### src/rtl/inst_sequencer_pkg.sv
// Shared opcodes, instruction field positions, flag indices and sequencer states.
package inst_sequencer_pkg;

  localparam int FIELD_W = 5;

  localparam logic [FIELD_W-1:0] OP_JMP = 5'b10001;
  localparam logic [FIELD_W-1:0] OP_JC  = 5'b10010;
  localparam logic [FIELD_W-1:0] OP_JNC = 5'b10011;
  localparam logic [FIELD_W-1:0] OP_JZ  = 5'b10100;
  localparam logic [FIELD_W-1:0] OP_JNZ = 5'b10101;
  localparam logic [FIELD_W-1:0] OP_HLT = 5'b10110;

  localparam int OP_MSB       = 31;
  localparam int RDST_MSB     = 26;
  localparam int RSRC1_MSB    = 21;
  localparam int IMM_MODE_BIT = 16;
  localparam int RSRC2_MSB    = 15;

  localparam int FLAG_W     = 2;
  localparam int FLAG_ZERO  = 0;
  localparam int FLAG_CARRY = 1;

  typedef enum logic [2:0] {
    FETCH,
    DECODE,
    ISSUE,
    NEXT,
    HALT
  } seq_state_t;

endpackage

### src/rtl/inst_field_decode.sv
// Combinational instruction decode: field extraction, jump/halt detection and
// branch resolution against the current execute flags.
module inst_field_decode
  import inst_sequencer_pkg::*;
#(
  parameter int INST_W = 32,
  parameter int IMM_W  = 16
) (
  input  logic [INST_W-1:0]  ir,
  input  logic [FLAG_W-1:0]  flags,
  output logic [FIELD_W-1:0] op,
  output logic [FIELD_W-1:0] rdst,
  output logic [FIELD_W-1:0] rsrc1,
  output logic               imm_mode,
  output logic [FIELD_W-1:0] rsrc2,
  output logic [IMM_W-1:0]   imm,
  output logic               is_jump,
  output logic               is_halt,
  output logic               taken
);

  always_comb begin
    op       = ir[OP_MSB -: FIELD_W];
    rdst     = ir[RDST_MSB -: FIELD_W];
    rsrc1    = ir[RSRC1_MSB -: FIELD_W];
    imm_mode = ir[IMM_MODE_BIT];
    rsrc2    = ir[RSRC2_MSB -: FIELD_W];
    imm      = ir[IMM_W-1:0];
    is_halt  = (op == OP_HLT);
    is_jump  = 1'b0;
    taken    = 1'b0;
    case (op)
      OP_JMP: begin is_jump = 1'b1; taken = 1'b1;               end
      OP_JC:  begin is_jump = 1'b1; taken = flags[FLAG_CARRY];  end
      OP_JNC: begin is_jump = 1'b1; taken = !flags[FLAG_CARRY]; end
      OP_JZ:  begin is_jump = 1'b1; taken = flags[FLAG_ZERO];   end
      OP_JNZ: begin is_jump = 1'b1; taken = !flags[FLAG_ZERO];  end
      default: ;
    endcase
  end

endmodule

### src/rtl/inst_sequencer.sv
// Program counter and instruction sequencing: fetch, decode, resolve jumps/halt
// locally, issue everything else over valid/ready; stalls in ISSUE while not ready.
module inst_sequencer
  import inst_sequencer_pkg::*;
#(
  parameter int ADDR_W = 5,
  parameter int INST_W = 32,
  parameter int IMM_W  = 16
) (
  input  logic              clk,
  input  logic              rst_n,
  input  logic [INST_W-1:0] inst_i,
  input  logic              zero_i,
  input  logic              carry_i,
  input  logic              issue_ready_i,
  output logic [ADDR_W-1:0] pc_o,
  output logic [INST_W-1:0] ir_o,
  output logic              issue_valid_o,
  output logic [4:0]        op_o,
  output logic [4:0]        rdst_o,
  output logic [4:0]        rsrc1_o,
  output logic              imm_mode_o,
  output logic [4:0]        rsrc2_o,
  output logic [IMM_W-1:0]  imm_o,
  output logic              halted_o,
  output logic [31:0]       retired_o
);

  seq_state_t state_q, state_d;
  logic       taken_q;

  logic [FLAG_W-1:0]  flags;
  logic [FIELD_W-1:0] dec_op, dec_rdst, dec_rsrc1, dec_rsrc2;
  logic               dec_imm_mode, dec_is_jump, dec_is_halt, dec_taken;
  logic [IMM_W-1:0]   dec_imm;

  always_comb begin
    flags             = '0;
    flags[FLAG_ZERO]  = zero_i;
    flags[FLAG_CARRY] = carry_i;
  end

  inst_field_decode #(
    .INST_W (INST_W),
    .IMM_W  (IMM_W)
  ) u_decode (
    .ir       (ir_o),
    .flags    (flags),
    .op       (dec_op),
    .rdst     (dec_rdst),
    .rsrc1    (dec_rsrc1),
    .imm_mode (dec_imm_mode),
    .rsrc2    (dec_rsrc2),
    .imm      (dec_imm),
    .is_jump  (dec_is_jump),
    .is_halt  (dec_is_halt),
    .taken    (dec_taken)
  );

  always_comb begin
    state_d = state_q;
    case (state_q)
      FETCH:  state_d = DECODE;
      DECODE: begin
        if (dec_is_halt)      state_d = HALT;
        else if (dec_is_jump) state_d = NEXT;
        else                  state_d = ISSUE;
      end
      ISSUE:  if (issue_ready_i) state_d = NEXT;
      NEXT:   state_d = FETCH;
      HALT:   state_d = HALT;
      default: state_d = FETCH;
    endcase
  end

  // Derived from state so an async reset drops valid without waiting for a clock.
  assign issue_valid_o = (state_q == ISSUE);
  assign halted_o      = (state_q == HALT);

  always_ff @(posedge clk or negedge rst_n) begin
    if (!rst_n) begin
      state_q    <= FETCH;
      pc_o       <= '0;
      ir_o       <= '0;
      op_o       <= '0;
      rdst_o     <= '0;
      rsrc1_o    <= '0;
      imm_mode_o <= 1'b0;
      rsrc2_o    <= '0;
      imm_o      <= '0;
      taken_q    <= 1'b0;
      retired_o  <= '0;
    end else begin
      state_q <= state_d;
      case (state_q)
        FETCH: ir_o <= inst_i;
        DECODE: begin
          op_o       <= dec_op;
          rdst_o     <= dec_rdst;
          rsrc1_o    <= dec_rsrc1;
          imm_mode_o <= dec_imm_mode;
          rsrc2_o    <= dec_rsrc2;
          imm_o      <= dec_imm;
          taken_q    <= dec_taken;
          if (dec_is_halt) retired_o <= retired_o + 32'd1;
        end
        NEXT: begin
          // Jump targets keep only the low address bits of the immediate.
          pc_o      <= taken_q ? imm_o[ADDR_W-1:0] : pc_o + ADDR_W'(1);
          retired_o <= retired_o + 32'd1;
        end
        default: ;
      endcase
    end
  end

endmodule

### config.mk
export PLATFORM = sky130hd
export DESIGN_NAME = inst_sequencer
export DESIGN_NICKNAME = d
export VERILOG_FILES = /design/src/rtl/inst_sequencer_pkg.sv /design/src/rtl/inst_field_decode.sv /design/src/rtl/inst_sequencer.sv
export SDC_FILE = /design/constraint.sdc
export NUM_CORES = 1
export LEC_CHECK = 0
export CORE_ASPECT_RATIO = 0.8
export CORE_MARGIN = 2
export CORE_UTILIZATION = 42
export DETAILED_ROUTE_END_ITERATION = 7
export PLACE_DENSITY = 0.76
export SLEW_MARGIN = 25
export SYNTH_ARGS = -nofsm -noshare
export SYNTH_HDL_FRONTEND = slang
export SYNTH_SLANG_ARGS = --single-unit
### constraint.sdc
create_clock -name clk -period 1.6 [get_ports clk]
set_clock_uncertainty 0.15 [all_clocks]
set_input_delay 0.4 -clock clk [delete_from_list [all_inputs] [get_ports clk]]
set_output_delay 0.4 -clock clk [all_outputs]
set_load 0.005 [all_outputs]
Yosys cells after proc, flatten, opt, wreduce, memory -nomap -nowiden
Cells that the tools add are included.
{ "totals": {"register_bits": 110, "word_cells": 40} }
{ "op_classes": {"add_sub_neg": 2, "n_eq_ne": 12, "n_mux": 9, "n_reduce_logical": 6} }
{ "op_table": {"columns": ["cell", "count"], "rows": [
  ["32-bit case mux with 2 select lines", 1],
  ["32-bit by 1-bit adder with 32-bit output, second input constant", 1],
  ["32-bit 2-to-1 mux", 1],
  ["5-bit equality test, second input constant", 6],
  ["3-bit case mux with 4 select lines", 1],
  ["3-bit by 2-bit equality test with 1-bit output, second input constant", 2],
  ["3-bit 2-to-1 mux", 2],
  ["5-bit by 1-bit adder with 5-bit output, second input constant", 1],
  ["5-bit 2-to-1 mux", 1],
  ["1-bit case mux with 5 select lines", 1],
  ["5-bit OR reduction", 1],
  ["2-bit inequality test, second input constant", 2],
  ["3-bit by 1-bit equality test with 1-bit output, second input constant", 1],
  ["3-bit equality test, second input constant", 1],
  ["3-bit zero test", 1],
  ["1-bit zero test", 2],
  ["1-bit 2-to-1 mux", 2],
  ["2-bit AND reduction", 1],
  ["2-bit nonzero test", 1]
]} }

Longest topological paths before layout
Gate-level depths: netlist (run 1).
{ "logic_depth": {"word_depth": 6, "depth_mapped": 6} }

Modules after synthesis
From an unflattened synthesis (run 1), not the netlist that was laid out.
{ "hier_totals": {"cells_unflattened": 373, "area_unflattened_um2": 4842.1} }
{ "modules_own_cells": {"columns": ["mod", "n_inst", "cells_per_inst", "area_per_inst_um2"], "rows": [
  ["inst_sequencer", 1, 325, 4486.8],
  ["inst_field_decode", 1, 48, 355.3]
]} }

Worst setup path after synthesis (run 1)
No wires, ideal clock.
{ "synth_path": {"path_kind": "register to register", "startpoint": "reg state_q[0]", "endpoint": "reg ir_o[10]", "arrival_time_ns": 1.377, "required_ns": 1.325, "path_slack_ns": -0.052, "path_stages_with_launch": 5, "n_path_buf": 2, "synth_period_minus_slack_ns": 1.652, "cell_sequence": "dfrtp_1 buf_4 nor3_2 buf_2 mux2_2"} }
{ "synth_via": {"elab_chain_cells": 1} }
{ "synth_lines": {"columns": ["element", "line", "source"], "rows": [
  ["start: declaration", "inst_sequencer.sv:29", "seq_state_t state_q, state_d;"],
  ["start signal: assignment", "inst_sequencer.sv:94", "state_q <= state_d;"],
  ["3-bit zero test", "inst_sequencer.sv:95", "case (state_q)"],
  ["end signal: assignment", "inst_sequencer.sv:96", "FETCH: ir_o <= inst_i;"],
  ["end: declaration", "inst_sequencer.sv:17", "output logic [INST_W-1:0] ir_o,"]
]} }
No other way between the ends.
A chain may end at the register's enable or synchronous reset.

Worst setup path after layout (run 1)
{ "layout_path": {"startpoint": "reg state_q[1]", "endpoint": "reg ir_o[27]"} }
The elaborated chain is that of the path after synthesis.

==> flow_summary_export.csv, run 1 <==
group,metric,value,unit
power_and_ir_drop,totalPowerFinal,0.0164,W
clock_tree,root_buffer,"clkbuf_16",
logic_synthesis,synth_area,4620,um^2
clock_tree,cts_max_path_buffers,2,
timing,fin_ws,-0.330,ns
die,ios,145,
critical_path,r2r-start,"state_q[1]",
critical_path,reg2reg_to,"ir_o[27]",
route,via_per_inst,5.40,
logic_synthesis,synth_top_family_by_area,"multiplexers",
route,final_antenna_net_count,0,
worst_hold_path,hold_path_class,"flip-flop to flip-flop",
power_and_ir_drop,p_int,0.0110,W
route,firstDrtPassIters,5,
global_routing,grt_usage,0.274,
timing,hold_slack,0.357,ns
global_routing,grt_pass1_vias,4506,
clock_tree,cts_buffers,9,
logic_synthesis,synthXorXnorAreaFrac,0.0588,
logic_synthesis,synth_fa_ha_area_frac,0.00542,
die,die_h,97.8,um
logic_synthesis,synth_mux_area_frac,0.153,
critical_path,critPathLaunchType,"flip-flop",
global_routing,antenna_found_initial,0,
clock_tree,clk_pin_slew,0.07,ns
run_status,status,"finished with violations",
route,drcViolationCount,0,
critical_path,critPathArrivalTime,2.03,ns
timing,period_share,1.21,
power_and_ir_drop,seq_power_share,0.266,
cells_and_area,drive_gt1_frac,0.525,
logic_synthesis,ys_types,50,
timing,finalMaxSlewViolations,0,
die,die_w,121,um
critical_path,path_max_fanout,5,
logic_synthesis,synth-compound-area-share,0.0374,
power_and_ir_drop,swShare,0.331,
power_and_ir_drop,p_per_area,1880,nW/um^2
timing,hold_violations,0,
clock_tree,clock_latency,0.35,ns
worst_hold_path,hold_end,"imm_mode_o",
global_routing,grt_start_max_net_pins,56,
critical_path,end_kind,"flip-flop",
critical_path,r2r_cells,10,
power_and_ir_drop,switching_power,0.00543,W
cells_and_area,post-route-util,0.806,
power_and_ir_drop,comb_power_share,0.569,
critical_path,crit_required,1.70,ns
clock_tree,htree_levels,3,
cells_and_area,instances_no_fill,816,
route,num_vias,4406,
global_routing,grt_pass1_wl,25000,um
power_and_ir_drop,max-vdd-ir-drop,1.13,mV
route,drtIter0Drc,290,
logic_synthesis,synth.avg_cell_area,13.0,um^2
critical_path,crit_type,"flip-flop to flip-flop",
timing,fin_crit,1.93,ns
timing,tightestPinTransition,0.398,ns
placed_design,dp_cells,687,
die,dieArea,11800,um^2
clock_tree,cts_tree,"built",
worst_hold_path,hold_path_depth,1,
route,drt-wirelength-per-cell,22.2,um
logic_synthesis,synth_warnings,0,
die,coreArea,10800,um^2
power_and_ir_drop,leakagePower,4.46,nW
global_routing,gr-total-overflow,0,
placed_design,gp_congestion,0.865,
job,maxCapViolations,0,
timing,grt_setup_unrepaired,"yes",
worst_hold_path,hp-start,"imm_mode_o",
timing,worst_slew_margin_rel,0.735,
cells_and_area,nets,706,
cells_and_area,areaGrowthSynthToFinish,88.6,%
critical_path,reg2reg_slack,-0.33,ns
placed_design,dp_hpwl,8580,um
logic_synthesis,seq_area_frac_synth,0.569,
logic_synthesis,synth-seq-cells,105,
logic_synthesis,synth.net_count,393,
placed_design,numPortBuffers,144,
logic_synthesis,postSynthCellCount,354,
run_status,violations,"negative setup slack",
die,fp-row-count,34,
power_and_ir_drop,power_frac_clock,0.165,
clock_tree,clock-sinks,105,
cells_and_area,diodes,0,
timing,setup_viol_count_final,107,
timing,fmax,518,MHz
route,wirelength,18100,um
die,floorplan.initialDensity,0.427,
logic_synthesis,synth_simple_gate_area_frac,0.142,
power groups by stage:
stage	Clock, W	Combinational (W)	Sequential [W]
finish	0.00271	0.00934	0.00436
global route	0.00284	0.00980	0.00447
CTS	0.00271	0.00834	0.00428
global placement	0	0.00576	0.00442
floorplan	0	0.00267	0.00443
detailed placement	0	0.00592	0.00449
worst max-delay path, cell delays in order, from the launching register on:
cell	delay (ns)
dfrtp_1	0.42
buf_6	0.13
buf_6	0.12
nor3_4	0.28
buf_6	0.18
buf_12	0.10
buf_16	0.11
buf_4	0.11
buf_6	0.09
nand2_2	0.04
o21ai_1	0.11
cell usage in the layout (no fill, tap or decap), types with 5 or more instances in the layout:
| cell type | n |
|---|---|
| xor2_1 | 19 |
| dfrtp_1 | 100 |
| clkdlybuf4s15_1 | 7 |
| nor4_4 | 13 |
| nand3_1 | 8 |
| clkdlybuf4s50_1 | 35 |
| nor3_4 | 8 |
| nand4_1 | 10 |
| buf_4 | 111 |
| mux2_2 | 21 |
| and3_1 | 6 |
| o21ai_1 | 7 |
| nand2_1 | 14 |
| buf_2 | 17 |
| buf_6 | 53 |
| inv_1 | 5 |
| dlygate4sd2_1 | 72 |
| buf_12 | 11 |
| clkbuf_16 | 10 |
| dfrtp_2 | 5 |
| buf_8 | 6 |
| mux2_4 | 41 |
| xnor2_1 | 9 |
per-stage QoR:
stage / setup slack [ns] / setup TNS [ns] / instance area (um^2)
2_1_floorplan: -0.0371 / -0.897 / 4650
3_3_place_gp: -0.221 / -6.75 / 6690
3_5_place_dp: -0.296 / -10.21 / 6690
4_1_cts: -0.209 / -11.07 / 8300
5_1_grt: -0.389 / -21.84 / 8710
6_report: -0.330 / -17.26 / 8710
flip-flops by register name (all words and copies together), names as in the netlist:
register	flops
ir_o	32
retired_o	32
imm_o	11
op_o	5
pc_o	5
rdst_o	5
rsrc1_o	5
rsrc2_o	5
state_q	3
imm_mode_o	1
taken_q	1
cell type report:
class	instances	area [um^2]
clock buffer	10	229
clock inverter	6	138
fill	583	2100
inverter	5	18.8
multi-input combinational	223	2450
sequential	105	2630
tap	144	180
timing repair buffer	323	3050
timing repair:
item                                    in CTS  in global routing
pin swaps                                   44                 52
cloned                                       8                  1
hold buffers                                 1                  0
gates resized for setup                    293                115
endpoints found under the hold margin      105                  0
endpoints found under the setup margin     205                126
setup buffers                               90                 28
cells in the mapped netlist (all sizes together):
master / number / area [um^2]
a21o: 2 / 15.0
a21oi: 6 / 30.0
a22oi: 1 / 7.51
a31o: 1 / 8.76
a31oi: 2 / 27.5
a41oi: 1 / 16.3
and2: 1 / 6.26
and2b: 2 / 16.3
and3: 8 / 50.1
and3b: 1 / 8.76
and4: 4 / 36.3
and4bb: 2 / 28.8
buf: 20 / 126
clkbuf: 2 / 8.75
dfrtp: 105 / 2630
ha: 2 / 25.0
inv: 5 / 18.8
mux2: 62 / 698
mux2i: 1 / 10.0
nand2: 19 / 71.3
nand2b: 1 / 6.26
nand3: 13 / 65.1
nand3b: 2 / 15.0
nand4: 12 / 96.3
nor2: 4 / 15.0
nor2b: 1 / 6.26
nor3: 11 / 60.1
nor3b: 3 / 22.5
nor4: 14 / 125
nor4b: 1 / 15.0
o211ai: 1 / 7.51
o21ai: 9 / 45.0
o21bai: 1 / 7.51
o31ai: 1 / 7.51
or2: 1 / 6.26
or3: 1 / 6.26
xnor2: 12 / 105
xor2: 19 / 166
how the worst max path moves through the flow:
stage          startpoint  slack [ns]            end
3_3_place_gp   state_q[2]       -0.22       halted_o
4_1_cts        state_q[0]       -0.21  retired_o[15]
3_5_place_dp   state_q[2]       -0.30  retired_o[15]
6_report       state_q[1]       -0.33       ir_o[27]
2_1_floorplan    ir_o[27]       -0.04  retired_o[21]
5_1_grt        state_q[1]       -0.39       ir_o[27]
cell families (layout without fill, tap and decap cells):
logic type	Yosys count	count (layout)
muxes	63	63
and+or+nand+nor	101	101
xor gates and xnor gates	31	31
buffers and inverters	27	344
AOI/OAI and AO/OA	25	26
adders and majority gates	2	2
DFF	105	105
per-layer routing:
layer / vias up / track usage / wire, um
li1: 1895 / - / -
met1: 2249 / 0.349 / 7360
met2: 216 / 0.466 / 9130
met3: 46 / 0.0549 / 985
met4: 0 / 0.0964 / 650
met5: - / 0 / 0
Note: power is estimated with default switching activity, not from simulation.
==> inputs of run 2 (changes only) <==
Settings changed: CORE_UTILIZATION 42 to 32, PLACE_DENSITY 0.76 to 0.61.
Clock period 1.6 ns to 1.64 ns, I/O delays scaled along.
==> run 2 against run 1 <==
Against the previous run:
- the run still ends with negative setup slack left
- via count fell by 11%
- critical endpoint is now issue_valid_o
- largest cell class unchanged
- critical path depth fell by 7
- sequential power fell by 3%
- highest routed layer unchanged
==> flow_summary_export.csv, run 2 (synthesized netlist as in run 1, its figures left out) <==
group,metric,value,unit
timing,setup_tns,-6.70,ns
die,floorplan.initialDensity,0.325,
clock_tree,clock_latency,0.35,ns
cells_and_area,areaGrowthSynthToFinish,81.4,%
die,fp-row-count,39,
route,num_vias,3942,
placed_design,numPortBuffers,144,
cells_and_area,reg.largest.list,"ir_o (32), retired_o (32), imm_o (11)",
route,drt-wirelength-per-cell,17.8,um
cells_and_area,nets,677,
placed_design,dp_hpwl,8570,um
timing,fin_ws,-0.188,ns
timing,tightestPinTransition,0.447,ns
cells_and_area,mostFrequentLayoutCell,"buf_4",
worst_hold_path,hold_path_class,"input port to async pin",
critical_path,crit_family,"flip-flops",
route,drcViolationCount,0,
timing,period_share,1.11,
critical_path,crit_required,1.08,ns
clock_tree,cts_buffers,9,
cells_and_area,post-route-util,0.590,
global_routing,gr-total-overflow,0,
global_routing,grt_pass1_wl,22300,um
critical_path,path_max_fanout,4,
die,dieArea,15400,um^2
route,via_per_inst,4.77,
die,coreArea,14200,um^2
critical_path,end_kind,"primary output",
die,ios,145,
run_status,violations,"negative setup slack",
critical_path,slowest_delay,0.44,ns
timing,fmax,547,MHz
clock_tree,htree_levels,3,
placed_design,dp_cells,717,
global_routing,grt_usage,0.181,
clock_tree,root_buffer,"clkbuf_16",
die,die_h,111,um
cells_and_area,multi_input_area,2470,um^2
critical_path,critPathLaunchType,"flip-flop",
cells_and_area,instances_no_fill,827,
timing,finalMaxSlewViolations,0,
run_status,status,"finished with violations",
die,die_w,138,um
route,wirelength,14700,um
placed_design,gp_congestion,0.778,
global_routing,grt_start_max_net_pins,46,
global_routing,antenna_found_initial,0,
clock_tree,cts_max_path_buffers,2,
route,final_antenna_net_count,0,
global_routing,grt_pass1_vias,4273,
cells_and_area,diodes,0,
timing,grt_setup_unrepaired,"yes",
job,maxCapViolations,0,
timing,hold_violations,0,
critical_path,critPathArrivalTime,1.27,ns
placed_design,dp_slack,-0.186,ns
critical_path,critPathBufInv,2,
critical_path,cp_cell_sequence,"buf_4, nor3b_4, buf_2",
critical_path,crit_type,"flip-flop to primary output",
clock_tree,clock-sinks,105,
power_and_ir_drop,leakagePower,4.30,nW
cells_and_area,final_cell_mix,"buf_4 (102), dfrtp_1 (101), dlygate4sd2_1 (80)",
cells_and_area,n_fill_cell,1162,
power_and_ir_drop,max-vdd-ir-drop,0.915,mV
critical_path,slowest_stage,"dfrtp_1",
timing,setup_viol_count_final,98,
timing,worst_slew_margin_rel,0.702,
clock_tree,clk_pin_slew,0.07,ns
cells_and_area,drive_gt1_frac,0.481,
power_and_ir_drop,p_per_area,1750,nW/um^2
clock_tree,cts_tree,"built",
route,firstDrtPassIters,4,
timing,fin_crit,1.83,ns
cells_and_area,regArea,2630,um^2
route,drtIter0Drc,119,
[run 2: cell types whose count changed in the layout (fill, tap and decap cells not counted), sizes merged]
cell / before / now
buf: 202 / 164
bufinv: 4 / 0
clkbuf: 15 / 19
clkdlybuf4s15: 8 / 5
clkinv: 1 / 2
clkinvlp: 0 / 1
dlygate4sd2: 72 / 80
inv: 6 / 8
[run 2: metal layers]
| layer | GRT usage | routed length, um | vias to the layer above |
|---|---|---|---|
| met1 | 0.217 | 6260 | 1985 |
| met2 | 0.308 | 7320 | 116 |
| met5 | 0 | 0 | - |
| li1 | - | - | 1829 |
| met3 | 0.0727 | 1040 | 12 |
| met4 | 0.0442 | 121 | 0 |
[run 2: power by group]
group / total, W / leakage [nW] / internal (W) / switching [W]
sequential: 0.00425 / 1.30 / 0.00359 / 0.000665
combinational: 0.00835 / 2.87 / 0.00518 / 0.00318
clock: 0.00207 / 0.135 / 0.00105 / 0.00101
total: 0.0147 / 4.30 / 0.00982 / 0.00486
[run 2: final timing paths]
path	slack [ns]	endpoint	start	depth (start not counted)
worst min-delay path	0.34	pc_o[3]	rst_n	2
worst max register to register	-0.15	retired_o[31]	state_q[0]	6
worst min register to register	0.34	op_o[0]	op_o[0]	2
max in group asynchronous	0.45	ir_o[29]	rst_n	3
min in group clk	0.34	op_o[0]	op_o[0]	2
worst max-delay path	-0.19	issue_valid_o	state_q[0]	3
[run 2: what timing repair did]
item | 4_1_cts | 5_1_grt
buffers inserted | 70 | 25
gates cloned | 5 | 2
hold buffers | 1 | 0
setup endpoints to repair | 193 | 122
pin swaps | 29 | 26
hold endpoints to repair | 12 | 0
gates resized for setup | 254 | 111
[run 2: cell type report]
cell class | instances | share of cell area
tap | 184 | 0.0275
multi-input combinational | 223 | 0.295
timing repair buffer | 294 | 0.327
inverter | 5 | 0.00224
clock buffer | 10 | 0.0274
clock inverter | 6 | 0.00598
sequential | 105 | 0.314
[run 2: through the flow]
stage | hold slack (ns) | area [um^2] | power [W]
after floorplan | -0.0356 | 4620 | 0.00684
after global placement | 0.140 | 6660 | 0.0100
after detailed placement | 0.142 | 6660 | 0.0102
after CTS | 0.344 | 7930 | 0.0137
after global routing | 0.367 | 8370 | 0.0155
final | 0.339 | 8370 | 0.0147
==> inputs of run 3 (changes only) <==
Settings changed: CORE_UTILIZATION 32 to 50, PLACE_DENSITY 0.61 to 0.85.
Clock period 1.64 ns to 2.4 ns, I/O delays scaled along.
==> run 3 against run 2 <==
Against the previous run:
- the run now ends clean
- final cell count down 26%
- utilization rose by 13 points
- largest cell class is now sequential cells
- setup slack better by 0.24 ns
==> flow_summary_export.csv, run 3 (synthesized netlist as in run 1, its figures left out) <==
group,metric,value,unit
run_status,status,"finished, final reports clean",
clock_tree,clock-sinks,105,
timing,finalMaxSlewViolations,0,
critical_path,critPathBufInv,1,
placed_design,dp_hpwl,8030,um
die,die_h,89.9,um
die,floorplan.initialDensity,0.513,
placed_design,numPortBuffers,144,
clock_tree,cts_tree,"built",
power_and_ir_drop,max-vdd-ir-drop,0.782,mV
clock_tree,htree_levels,3,
placed_design,dp_slack,0.292,ns
timing,period_share,0.979,
route,num_vias,3347,
critical_path,cp_num_cells,2,
critical_path,reg2reg_slack,0.41,ns
route,wirelength,11100,um
route,via_per_inst,5.43,
critical_path,slowest_delay,0.55,ns
timing,tightestPinTransition,0.740,ns
global_routing,antenna_found_initial,0,
route,drcViolationCount,0,
clock_tree,hold_buffers,0,
cells_and_area,final_cell_mix,"clkdlybuf4s50_1 (142), dfrtp_1 (103), mux2_2 (59)",
die,ios,145,
critical_path,crit_required,1.65,ns
critical_path,crit_type,"flip-flop to primary output",
route,final_antenna_net_count,0,
placed_design,gp_congestion,0.797,
timing,grt_setup_unrepaired,"no",
timing,setup_viol_count_final,0,
critical_path,crit_start,"state_q[0]",
global_routing,grt_pass1_vias,3454,
die,dieArea,10000,um^2
critical_path,endpoint,"halted_o",
clock_tree,root_buffer,"clkbuf_16",
power_and_ir_drop,p_per_area,1240,nW/um^2
die,die_w,111,um
critical_path,r2r_cells,6,
critical_path,critPathLaunchType,"flip-flop",
cells_and_area,post-route-util,0.721,
critical_path,path_max_fanout,7,
cells_and_area,diodes,0,
cells_and_area,areaGrowthSynthToFinish,40.6,%
critical_path,end_kind,"primary output",
critical_path,cp_cell_sequence,"nor3b_4, clkdlybuf4s50_1",
route,drtIter0Drc,129,
critical_path,critPathArrivalTime,1.60,ns
timing,setup_tns,0,ns
route,firstDrtPassIters,4,
timing,fmax,425,MHz
power_and_ir_drop,leakagePower,2.77,nW
critical_path,reg2reg_to,"retired_o[31]",
timing,worst_slew_margin_rel,0.507,
global_routing,grt_usage,0.226,
global_routing,gr-total-overflow,0,
worst_hold_path,hold_path_class,"input port to async pin",
timing,fin_ws,0.0498,ns
die,coreArea,9000,um^2
cells_and_area,nets,535,
cells_and_area,mostFrequentLayoutCell,"clkdlybuf4s50_1",
critical_path,r2r-start,"state_q[1]",
clock_tree,cts_buffers,9,
cells_and_area,stdcell_area,6490,um^2
cells_and_area,drive_gt1_frac,0.212,
timing,hold_slack,0.0769,ns
timing,hold_violations,0,
job,maxCapViolations,0,
global_routing,grt_pass1_wl,18100,um
placed_design,place_area,6150,um^2
critical_path,slowest_stage,"clkdlybuf4s50_1",
cells_and_area,reg.largest.list,"ir_o (32), retired_o (32), imm_o (11)",
clock_tree,cts_max_path_buffers,2,
die,fp-row-count,31,
timing,fin_crit,2.35,ns
clock_tree,clock_latency,0.35,ns
global_routing,grt_start_max_net_pins,50,
clock_tree,clk_pin_slew,0.07,ns
route,drt-wirelength-per-cell,18.1,um
critical_path,crit_family,"buffers and inverters",
==> run 3: repair_timing <==
item / 4_1_cts / 5_1_grt
setup endpoints to repair: 2 / 2
setup buffers: 0 / 1
endpoints found under the hold margin: 0 / 0
resized for setup: 4 / 2
==> run 3: how the worst min path moves through the flow <==
stage / cells past startpoint / to
after global placement: 2 / op_o[0]
after floorplan: 0 / imm_mode_o
final: 1 / ir_o[21]
after CTS: 1 / ir_o[21]
after global routing: 1 / ir_o[16]
after detailed placement: 1 / retired_o[31]
==> run 3: per-stage QoR <==
step | power (W) | instances
after floorplan | 0.00468 | 354
after global placement | 0.00638 | 599
after detailed placement | 0.00655 | 599
after CTS | 0.00809 | 615
after global routing | 0.00847 | 616
final | 0.00803 | 616
==> run 3: final cells by class <==
type,instances,area [um^2]
Sequential cell,105,2630
Fill cell,613,2510
Multi-Input combinational cell,222,1860
Timing Repair Buffer,153,1530
Clock buffer,9,225
Tap cell,115,144
Clock inverter,7,78.8
Inverter,5,18.8
==> run 3: routing by layer <==
layer	share of wire	up-vias	global-route usage	wire length (um)
met5	0	-	0	0
met4	0.017	0	0.0730	185
met3	0.043	14	0.0512	484
met2	0.51	74	0.385	5680
met1	0.43	1711	0.290	4780
li1	-	1548	-	-
==> run 3: where the power goes <==
| part | internal, W | switching [W] |
|---|---|---|
| logic | 0.00220 | 0.00126 |
| registers | 0.00245 | 0.000628 |
| clock network | 0.000820 | 0.000676 |
